## src/rtl/flu_extract_arb.sv

```systemverilog
// Two-input FLU arbiter working at packet granularity: one port owns the output
// until its packet ends, words pass through one register stage with the packet offset.
module flu_extract_arb #(
    parameter int DATA_WIDTH    = 512,
    parameter int SOP_POS_WIDTH = 3,
    parameter int EOP_POS_WIDTH = $clog2(DATA_WIDTH/8),
    parameter int OFFSET_WIDTH  = 10
) (
    input  logic                     CLK,
    input  logic                     RESET,
    input  logic [DATA_WIDTH-1:0]    RX0_DATA,
    input  logic [SOP_POS_WIDTH-1:0] RX0_SOP_POS,
    input  logic [EOP_POS_WIDTH-1:0] RX0_EOP_POS,
    input  logic                     RX0_SOP,
    input  logic                     RX0_EOP,
    input  logic                     RX0_SRC_RDY,
    output logic                     RX0_DST_RDY,
    input  logic [OFFSET_WIDTH-1:0]  RX0_OFFSET,
    input  logic [DATA_WIDTH-1:0]    RX1_DATA,
    input  logic [SOP_POS_WIDTH-1:0] RX1_SOP_POS,
    input  logic [EOP_POS_WIDTH-1:0] RX1_EOP_POS,
    input  logic                     RX1_SOP,
    input  logic                     RX1_EOP,
    input  logic                     RX1_SRC_RDY,
    output logic                     RX1_DST_RDY,
    input  logic [OFFSET_WIDTH-1:0]  RX1_OFFSET,
    output logic [DATA_WIDTH-1:0]    TX_DATA,
    output logic [SOP_POS_WIDTH-1:0] TX_SOP_POS,
    output logic [EOP_POS_WIDTH-1:0] TX_EOP_POS,
    output logic                     TX_SOP,
    output logic                     TX_EOP,
    output logic                     TX_SRC_RDY,
    input  logic                     TX_DST_RDY,
    output logic [OFFSET_WIDTH-1:0]  TX_OFFSET,
    output logic                     TX_PORT
);

    // log2 of the SOP block size in bytes
    localparam int BLK_LOG = EOP_POS_WIDTH - SOP_POS_WIDTH;

    typedef enum logic [1:0] {
        IDLE  = 2'd0,
        LOCK0 = 2'd1,
        LOCK1 = 2'd2
    } state_t;

    state_t                    state_q, state_d;
    logic                      last_q, last_d;
    logic                      out_valid_q, out_valid_d;
    logic [DATA_WIDTH-1:0]     tx_data_q, tx_data_d;
    logic [SOP_POS_WIDTH-1:0]  tx_sop_pos_q, tx_sop_pos_d;
    logic [EOP_POS_WIDTH-1:0]  tx_eop_pos_q, tx_eop_pos_d;
    logic                      tx_sop_q, tx_sop_d;
    logic                      tx_eop_q, tx_eop_d;
    logic [OFFSET_WIDTH-1:0]   tx_offset_q, tx_offset_d;
    logic                      tx_port_q, tx_port_d;

    logic                      req0_s, req1_s;
    logic                      dst_rdy0_s, dst_rdy1_s;
    logic                      fire0_s, fire1_s, fire_s;
    logic                      release_s;
    logic [DATA_WIDTH-1:0]     in_data_s;
    logic [SOP_POS_WIDTH-1:0]  in_sop_pos_s;
    logic [EOP_POS_WIDTH-1:0]  in_eop_pos_s;
    logic                      in_sop_s, in_eop_s;
    logic [OFFSET_WIDTH-1:0]   in_offset_s;

    // A word with EOP closes the lock unless a new packet starts after the EOP byte
    function automatic logic ends_packet(input logic                     sop,
                                         input logic                     eop,
                                         input logic [SOP_POS_WIDTH-1:0] sop_pos,
                                         input logic [EOP_POS_WIDTH-1:0] eop_pos);
        logic [EOP_POS_WIDTH-1:0] sop_byte;
        sop_byte = EOP_POS_WIDTH'(sop_pos) << BLK_LOG;
        return eop & (~sop | (sop_byte <= eop_pos));
    endfunction

    assign req0_s    = RX0_SRC_RDY & RX0_SOP;
    assign req1_s    = RX1_SRC_RDY & RX1_SOP;
    assign fire0_s   = RX0_SRC_RDY & dst_rdy0_s;
    assign fire1_s   = RX1_SRC_RDY & dst_rdy1_s;
    assign fire_s    = fire0_s | fire1_s;
    assign release_s = ends_packet(in_sop_s, in_eop_s, in_sop_pos_s, in_eop_pos_s);

    // Input word of the port currently holding the lock
    always_comb begin
        if (state_q == LOCK1) begin
            in_data_s    = RX1_DATA;
            in_sop_pos_s = RX1_SOP_POS;
            in_eop_pos_s = RX1_EOP_POS;
            in_sop_s     = RX1_SOP;
            in_eop_s     = RX1_EOP;
            in_offset_s  = RX1_OFFSET;
        end else begin
            in_data_s    = RX0_DATA;
            in_sop_pos_s = RX0_SOP_POS;
            in_eop_pos_s = RX0_EOP_POS;
            in_sop_s     = RX0_SOP;
            in_eop_s     = RX0_EOP;
            in_offset_s  = RX0_OFFSET;
        end
    end

    // FSM state and tie-break register
    always_ff @(posedge CLK) begin
        if (RESET) begin
            state_q <= IDLE;
            last_q  <= 1'b1;
        end else begin
            state_q <= state_d;
            last_q  <= last_d;
        end
    end

    // Next-state: grant in IDLE, hold the lock until the packet closes
    always_comb begin
        state_d = state_q;
        last_d  = last_q;
        case (state_q)
            IDLE: begin
                if (req0_s && req1_s) begin
                    if (last_q) begin
                        state_d = LOCK0;
                        last_d  = 1'b0;
                    end else begin
                        state_d = LOCK1;
                        last_d  = 1'b1;
                    end
                end else if (req0_s) begin
                    state_d = LOCK0;
                    last_d  = 1'b0;
                end else if (req1_s) begin
                    state_d = LOCK1;
                    last_d  = 1'b1;
                end else begin
                    state_d = IDLE;
                end
            end
            LOCK0: begin
                if (fire0_s && release_s) begin
                    state_d = IDLE;
                end else begin
                    state_d = LOCK0;
                end
            end
            LOCK1: begin
                if (fire1_s && release_s) begin
                    state_d = IDLE;
                end else begin
                    state_d = LOCK1;
                end
            end
            default: begin
                state_d = IDLE;
            end
        endcase
    end

    // FSM outputs: only the owner may transfer, and only when the output stage frees up
    always_comb begin
        dst_rdy0_s = 1'b0;
        dst_rdy1_s = 1'b0;
        if (RESET) begin
            dst_rdy0_s = 1'b0;
            dst_rdy1_s = 1'b0;
        end else begin
            case (state_q)
                LOCK0:   dst_rdy0_s = ~out_valid_q | TX_DST_RDY;
                LOCK1:   dst_rdy1_s = ~out_valid_q | TX_DST_RDY;
                default: begin
                    dst_rdy0_s = 1'b0;
                    dst_rdy1_s = 1'b0;
                end
            endcase
        end
    end

    // Output stage next values: load on transfer, drain on acceptance, else hold
    always_comb begin
        out_valid_d  = out_valid_q;
        tx_data_d    = tx_data_q;
        tx_sop_pos_d = tx_sop_pos_q;
        tx_eop_pos_d = tx_eop_pos_q;
        tx_sop_d     = tx_sop_q;
        tx_eop_d     = tx_eop_q;
        tx_offset_d  = tx_offset_q;
        tx_port_d    = tx_port_q;
        if (fire_s) begin
            out_valid_d  = 1'b1;
            tx_data_d    = in_data_s;
            tx_sop_pos_d = in_sop_pos_s;
            tx_eop_pos_d = in_eop_pos_s;
            tx_sop_d     = in_sop_s;
            tx_eop_d     = in_eop_s;
            tx_port_d    = fire1_s;
            if (in_sop_s) begin
                tx_offset_d = in_offset_s;
            end else begin
                tx_offset_d = tx_offset_q;
            end
        end else if (TX_DST_RDY) begin
            out_valid_d = 1'b0;
        end else begin
            out_valid_d = out_valid_q;
        end
    end

    // Output stage registers
    always_ff @(posedge CLK) begin
        if (RESET) begin
            out_valid_q  <= 1'b0;
            tx_data_q    <= '0;
            tx_sop_pos_q <= '0;
            tx_eop_pos_q <= '0;
            tx_sop_q     <= 1'b0;
            tx_eop_q     <= 1'b0;
            tx_offset_q  <= '0;
            tx_port_q    <= 1'b0;
        end else begin
            out_valid_q  <= out_valid_d;
            tx_data_q    <= tx_data_d;
            tx_sop_pos_q <= tx_sop_pos_d;
            tx_eop_pos_q <= tx_eop_pos_d;
            tx_sop_q     <= tx_sop_d;
            tx_eop_q     <= tx_eop_d;
            tx_offset_q  <= tx_offset_d;
            tx_port_q    <= tx_port_d;
        end
    end

    assign RX0_DST_RDY = dst_rdy0_s;
    assign RX1_DST_RDY = dst_rdy1_s;
    assign TX_SRC_RDY  = out_valid_q & ~RESET;
    assign TX_DATA     = tx_data_q;
    assign TX_SOP_POS  = tx_sop_pos_q;
    assign TX_EOP_POS  = tx_eop_pos_q;
    assign TX_SOP      = tx_sop_q;
    assign TX_EOP      = tx_eop_q;
    assign TX_OFFSET   = tx_offset_q;
    assign TX_PORT     = tx_port_q;

endmodule

```

## config.mk

```make
export PLATFORM = sky130hd
export DESIGN_NAME = flu_extract_arb
export DESIGN_NICKNAME = d
export VERILOG_FILES = /design/src/rtl/flu_extract_arb.sv
export SDC_FILE = /design/constraint.sdc
export NUM_CORES = 1
export LEC_CHECK = 0
export ABC_AREA = 1
export CAP_MARGIN = 20
export CELL_PAD_IN_SITES_DETAIL_PLACEMENT = 1
export CELL_PAD_IN_SITES_GLOBAL_PLACEMENT = 1
export CORE_AREA = 3 3 626 628
export CTS_BUF_LIST = sky130_fd_sc_hd__clkbuf_2 sky130_fd_sc_hd__clkbuf_4 sky130_fd_sc_hd__clkbuf_8
export DETAILED_ROUTE_END_ITERATION = 10
export DIE_AREA = 0 0 629 631
export PLACE_DENSITY_LB_ADDON = 0.1
export SYNTH_ARGS = -nofsm -noshare
export SYNTH_HDL_FRONTEND = slang
export SYNTH_SLANG_ARGS = --single-unit
```

## constraint.sdc

```tcl
create_clock -name CLK -period 2.5 [get_ports CLK]
set_clock_uncertainty 0.15 [all_clocks]
set_input_delay 0.25 -clock CLK [delete_from_list [all_inputs] [get_ports CLK]]
set_output_delay 0.25 -clock CLK [all_outputs]
set_load 0.01 [all_outputs]
```

======== After elaboration in Yosys (flattened, before gate mapping) ========
Index checks and enable logic that the tools add are counted.
storage, ports and cells
  bits in latches ......................... 0
  register bits ........................... 538
  RAM bits ................................ 0
  bits of input ports ..................... 1071
  memory bits (read-only) ................. 0
  output and inout port bits .............. 537
  word-level logic and storage cells ...... 56
  memories kept ........................... 0
operators by class
  muxes and demuxes ....................... 23
  reduce and logical (&&, ||, !) cells .... 8
  multipliers ............................. 0
  add/subtract/negate cells ............... 0
  shift-type cells ........................ 0
  order comparisons ....................... 1
  eq/ne operators ......................... 2
  divide/modulo/power cells ............... 0
  bitwise gates (word level) .............. 12
operator list
  kind                  count
  $mux W512             1
  $mux W1               13
  $mux W10              1
  $mux W2               5
  $and A1 B1 Y1         6
  $le A6 B6 Y1          1
  $mux W6               1
  $pmux W2 S3           1
  $reduce_and A2 Y1     2
  $logic_and A1 B1 Y1   3
  $mux W3               1
  $not A1 Y1            3
  $or A1 B1 Y1          3
  $reduce_bool A3 Y1    1
  $eq A2 B1 Y1 const B  1
  $eq A2 B2 Y1 const B  1
  $logic_not A2 Y1      1
  $reduce_bool A2 Y1    1

======== Logic depth before layout (Yosys ltp) ========
  word-level depth ........................ 8
  mapped depth ............................ 17
  mapped depth without buffers ............ 15

======== Worst setup path before layout ========
No wires, ideal clock.
  path kind ............................... register -> register
  from .................................... reg state_q[1]
  to ...................................... reg state_q[1]
  buffers on the path ..................... 2
  setup time .............................. 116 ps
  cell stages (with the launch flop) ...... 16
  required time ........................... 2234 ps
  period minus slack after synthesis ...... 2194 ps
  path slack .............................. 306 ps
  data arrival time ....................... 1928 ps
  path through ............................ dfxtp_1 -> nand2_2 -> clkinv_1 -> buf_2 -> buf_1 -> nand2_1 -> nand2_1 -> ha_1 -> nand2_1 -> inv_1 -> a21oi_1 -> nor2_1 -> nand2_1 -> nand3_1 -> nand2_1 -> a21oi_1
on the way
  word-level cells in the longest chain between the ends .. 8
  elaborated cells between the ends (all ways) .. 17
  classes of those cells .................. order compare (1); eq/ne (2); mux (8); bitwise (4); reduce/logical (2)
ends and longest elaborated chain
  item                    RTL line  source
  from (decl)             47        state_t state_q, state_d;
  from (signal assigned)  110       state_q <= state_d;
  $eq A2 B2 Y1            87        if (state_q == LOCK1) begin
  $mux W3                 87
  net in_sop_pos_s[2]     63        logic [SOP_POS_WIDTH-1:0] in_sop_pos_s;
  $le A6 B6 Y1            75        return eop & (~sop | (sop_byte <= eop_pos));
  $or A1 B1 Y1            75
  $and A1 B1 Y1           75
  $logic_and A1 B1 Y1     147       if (fire1_s && release_s) begin
  $mux W2                 147
  $pmux W2 S3             119       case (state_q)
The timed path passes the listed nets, and every way through them passes these cells.
A chain may end at the register's enable or synchronous reset.

======== Final worst setup path ========
  from .................................... in RESET
  to ...................................... out TX_SRC_RDY
on the way
  word-level cells in the longest chain between the ends .. 2
ends and longest elaborated chain
  item           RTL line  source
  from (decl)    10        input logic RESET,
  $not A1 Y1     233       assign TX_SRC_RDY = out_valid_q & ~RESET;
  $and A1 B1 Y1  233
  to (decl)      32        output logic TX_SRC_RDY,
No other way between the ends.

==> metrics.txt <==
status=completed; dpl cells=about 9.7k; DRT Wirelength=272.3 mm; FF-to-FF path depth=9; ranking of synthesized cells by area=dfxtp_1 48%, nand2_1 18%, a31oi_1 14%; final worst slack=0.06051 ns; crit path buf inv count=5; share of post-route cells with drive strength above 1=a little under a tenth; CTS Sinks=538; slowest cell on the critical path=dlygate4sd3_1; Starting Density=5.821%; Crit Path Max Fanout=5; Least-Margin Pin Slew=0.7171 ns; Tmin final=about 2.4 ns; GPL Wtd Cong=0.7778; Mapped Avg Cell Area=7.371 µm²; hold path cells=7; Setup crit end kind=output pin; FF+latch count, synth=538; clock-pin slew on the worst setup and hold paths=0.05 ns; maxcap violations=0; top-area cell type share of the netlist area=47.94%; Mapped Cells=3048; CP startpoint=RESET; CP delay by family, top=buffers and inverters; RSZ-0062 raised after global routing=no; Die Y=631 µm; Crit path depth=6; hold wc startpoint=RX0_SRC_RDY; post-DP HPWL=224.5 mm; root buffer cell=clkbuf_8; Final Setup Violations=0; critical path launch point type=input port; mean routed wirelength per cell=24.50 µm; switching power=9.789 mW; Yosys cell types=23; switching portion of total power=between 30 and 40%; port buffer count=1607; I/O pin count=roughly 1.6k; final core occ=15.38%; area growth from synthesis to layout=164.2%; CP Data Arrival Time=2.04 ns; total track usage=13.19%; initial antenna violation count=104; pin count of the biggest net entering global routing=91; Layout Nets=6865; Final Max Slew Viols=0; vias in the first global route=38.04k; Post-Syn Nets=4122; H-tree levels=4; Finished Cell Area=0.05937 mm²; Pre-antenna DRT Iters=5; register area=0.01082 mm²; total CTS buffers=146; CTS tree=yes; multi-input logic area=0.01037 mm²; area of the core=0.3860 mm²; Combinational Power Share=25.8%; Hold Path Class=in -> reg; Fin. Hold Viols=0; Final Cycle Share=97.58%; Worst path most repeated cell=buf_4; grt ovf=0; CP max stage delay=0.58 ns; P_leak=22.61 nW; crit path cell chain=dlygate4sd3_1, clkdlybuf4s50_1, buf_4, buf_4, nor2_1, clkdlybuf4s15_1; total power=29.67 mW; CP required=2.10 ns; pre-CTS setup slack=-0.1693 ns; via count=33.90k; Max VDD drop=309.3 µV; Post-Syn Area=0.02247 mm²; die span in x=around 630 µm; Yosys top cell by area=dfxtp_1; P_int=19.88 mW; Ys Warns=0; drt via density=3.049; RR Startpoint=state_q[0]$_SDFF_PP0_; DRC=0; first-pass GRT wire length=357.4 mm; Clk Latency, worst-skew pair=slightly above 0.9 ns; WS Path Type=in -> out; pwr/cell area=499.7 mW/mm²; area post-placement=0.04581 mm²; fillers=45.57k; non-filler cells in the finished layout=11.12k; sequential share of the synthesized area=between 40% and 50%; sequential share of power=roughly a third; Max Freq=409.9 MHz; post-route ant nets=0; power share of the clock group=42.2%; initial DRC count=1048; maximum clock path buffer count=4; Relative slew margins=52.19%; die area=0.3969 mm²; num rows=228
[stage by stage]
stage,TNS [ns],hold slack [ns]
after floorplan,0,0.1691
after global placement,-31.07,0.3036
after detailed placement,-18.03,0.3181
after CTS,0,0.07356
after global routing,0,0.1557
final,0,0.2621
[repair_timing]
action,4_1_cts,5_1_grt
endpoints found under the setup margin,258,19
gates cloned,0,0
hold endpoints to repair,537,0
setup buffers,3,0
pin swaps,2,0
hold buffers,1070,0
gates resized for setup,369,20
[worst register-to-register path, cell delays in order, from the launching register on]
cell           delay [ns]
dfxtp_1              0.37
inv_4                0.09
nand2_8              0.09
buf_12               0.16
buf_4                0.20
buf_16               0.21
buf_6                0.19
nand2_1              0.06
a31oi_1              0.14
dlygate4sd3_1        0.55
[worst paths after layout]
| check | endpoint | slack [ns] |
|---|---|---|
| worst max-delay path | TX_SRC_RDY | 0.06 |
| worst min-delay path | TX_PORT$_SDFFE_PP0P_ | 0.26 |
| worst max register to register | TX_DATA[56]$_SDFFE_PP0P_ | 0.20 |
| worst min register to register | TX_PORT$_SDFFE_PP0P_ | 0.31 |
[sequential cells by signal (all words and copies together) (netlist names), 2 cells and up]
register and count:
TX_OFFSET 10, state_q 2, TX_SOP_POS 3, TX_EOP_POS 6
TX_DATA 512
[cell usage after synthesis]
master,n
nand2_2,2
nand2_4,1
o21ai_1,100
mux2i_1,3
buf_4,11
buf_1,3
nor2_4,1
dfxtp_1,538
inv_1,13
nand2_1,1091
a31oi_1,519
inv_2,3
nand3_1,6
clkbuf_1,137
a21oi_1,8
o211ai_1,1
nor2_1,29
clkinv_1,1
buf_2,142
o21ai_0,434
nor3_1,1
nand4_1,1
ha_1,3
[kinds of logic (layout without fill, tap and decap cells)]
logic type	Yosys count	in the layout	share of synthesized area (%)
AND/OR/NAND/NOR	1132	1132	19.05
AO/OA/AOI/OAI	1062	1062	26.56
flip-flops	538	538	47.94
buffers and inverters	310	3134	6.154
adder cells (fa/ha/maj)	3	3	0.1671
multiplexers	3	3	0.1337
other	0	69	0
[power groups by stage]
stage               logic [mW]  registers (mW)  clock network (mW)
finish                    7.67            9.47                12.5
global route              8.33            9.53                13.8
CTS                       7.97            9.49                13.5
detailed placement        6.37            9.66                   0
global placement          6.38            9.66                   0
floorplan                 1.55            9.69                   0
[cell usage in the layout, fill, tap and decap left out, types with 26 or more instances in the layout]
| master | count |
|---|---|
| clkdlybuf4s50_1 | 1338 |
| nand2_1 | 1089 |
| dlygate4sd3_1 | 1070 |
| a31oi_1 | 519 |
| dfxtp_1 | 508 |
| o21ai_0 | 433 |
| dlygate4sd2_1 | 191 |
| buf_4 | 189 |
| clkbuf_8 | 161 |
| o21ai_1 | 101 |
| diode_2 | 69 |
| clkbuf_4 | 55 |
| buf_12 | 45 |
| nor2_1 | 28 |
| dfxtp_2 | 26 |
[per-layer routing]
metal | GRT usage [%] | vias to the layer above | wire (µm)
li1 | - | 16192 | -
met1 | 13.62 | 16158 | 99910
met2 | 23.37 | 1161 | 134700
met3 | 5.954 | 358 | 26580
met4 | 4.792 | 26 | 10900
met5 | 0.1570 | - | 254
[cell type report]
class	count	area share (%)
Timing Repair Buffer	2888	48.30
Sequential cell	538	18.22
Multi-Input combinational cell	2200	17.47
Tap cell	5175	10.91
Clock buffer	216	4.428
Antenna cell	69	0.2908
Clock inverter	13	0.2402
Inverter	17	0.1454
(Power assumes the default switching activity.)
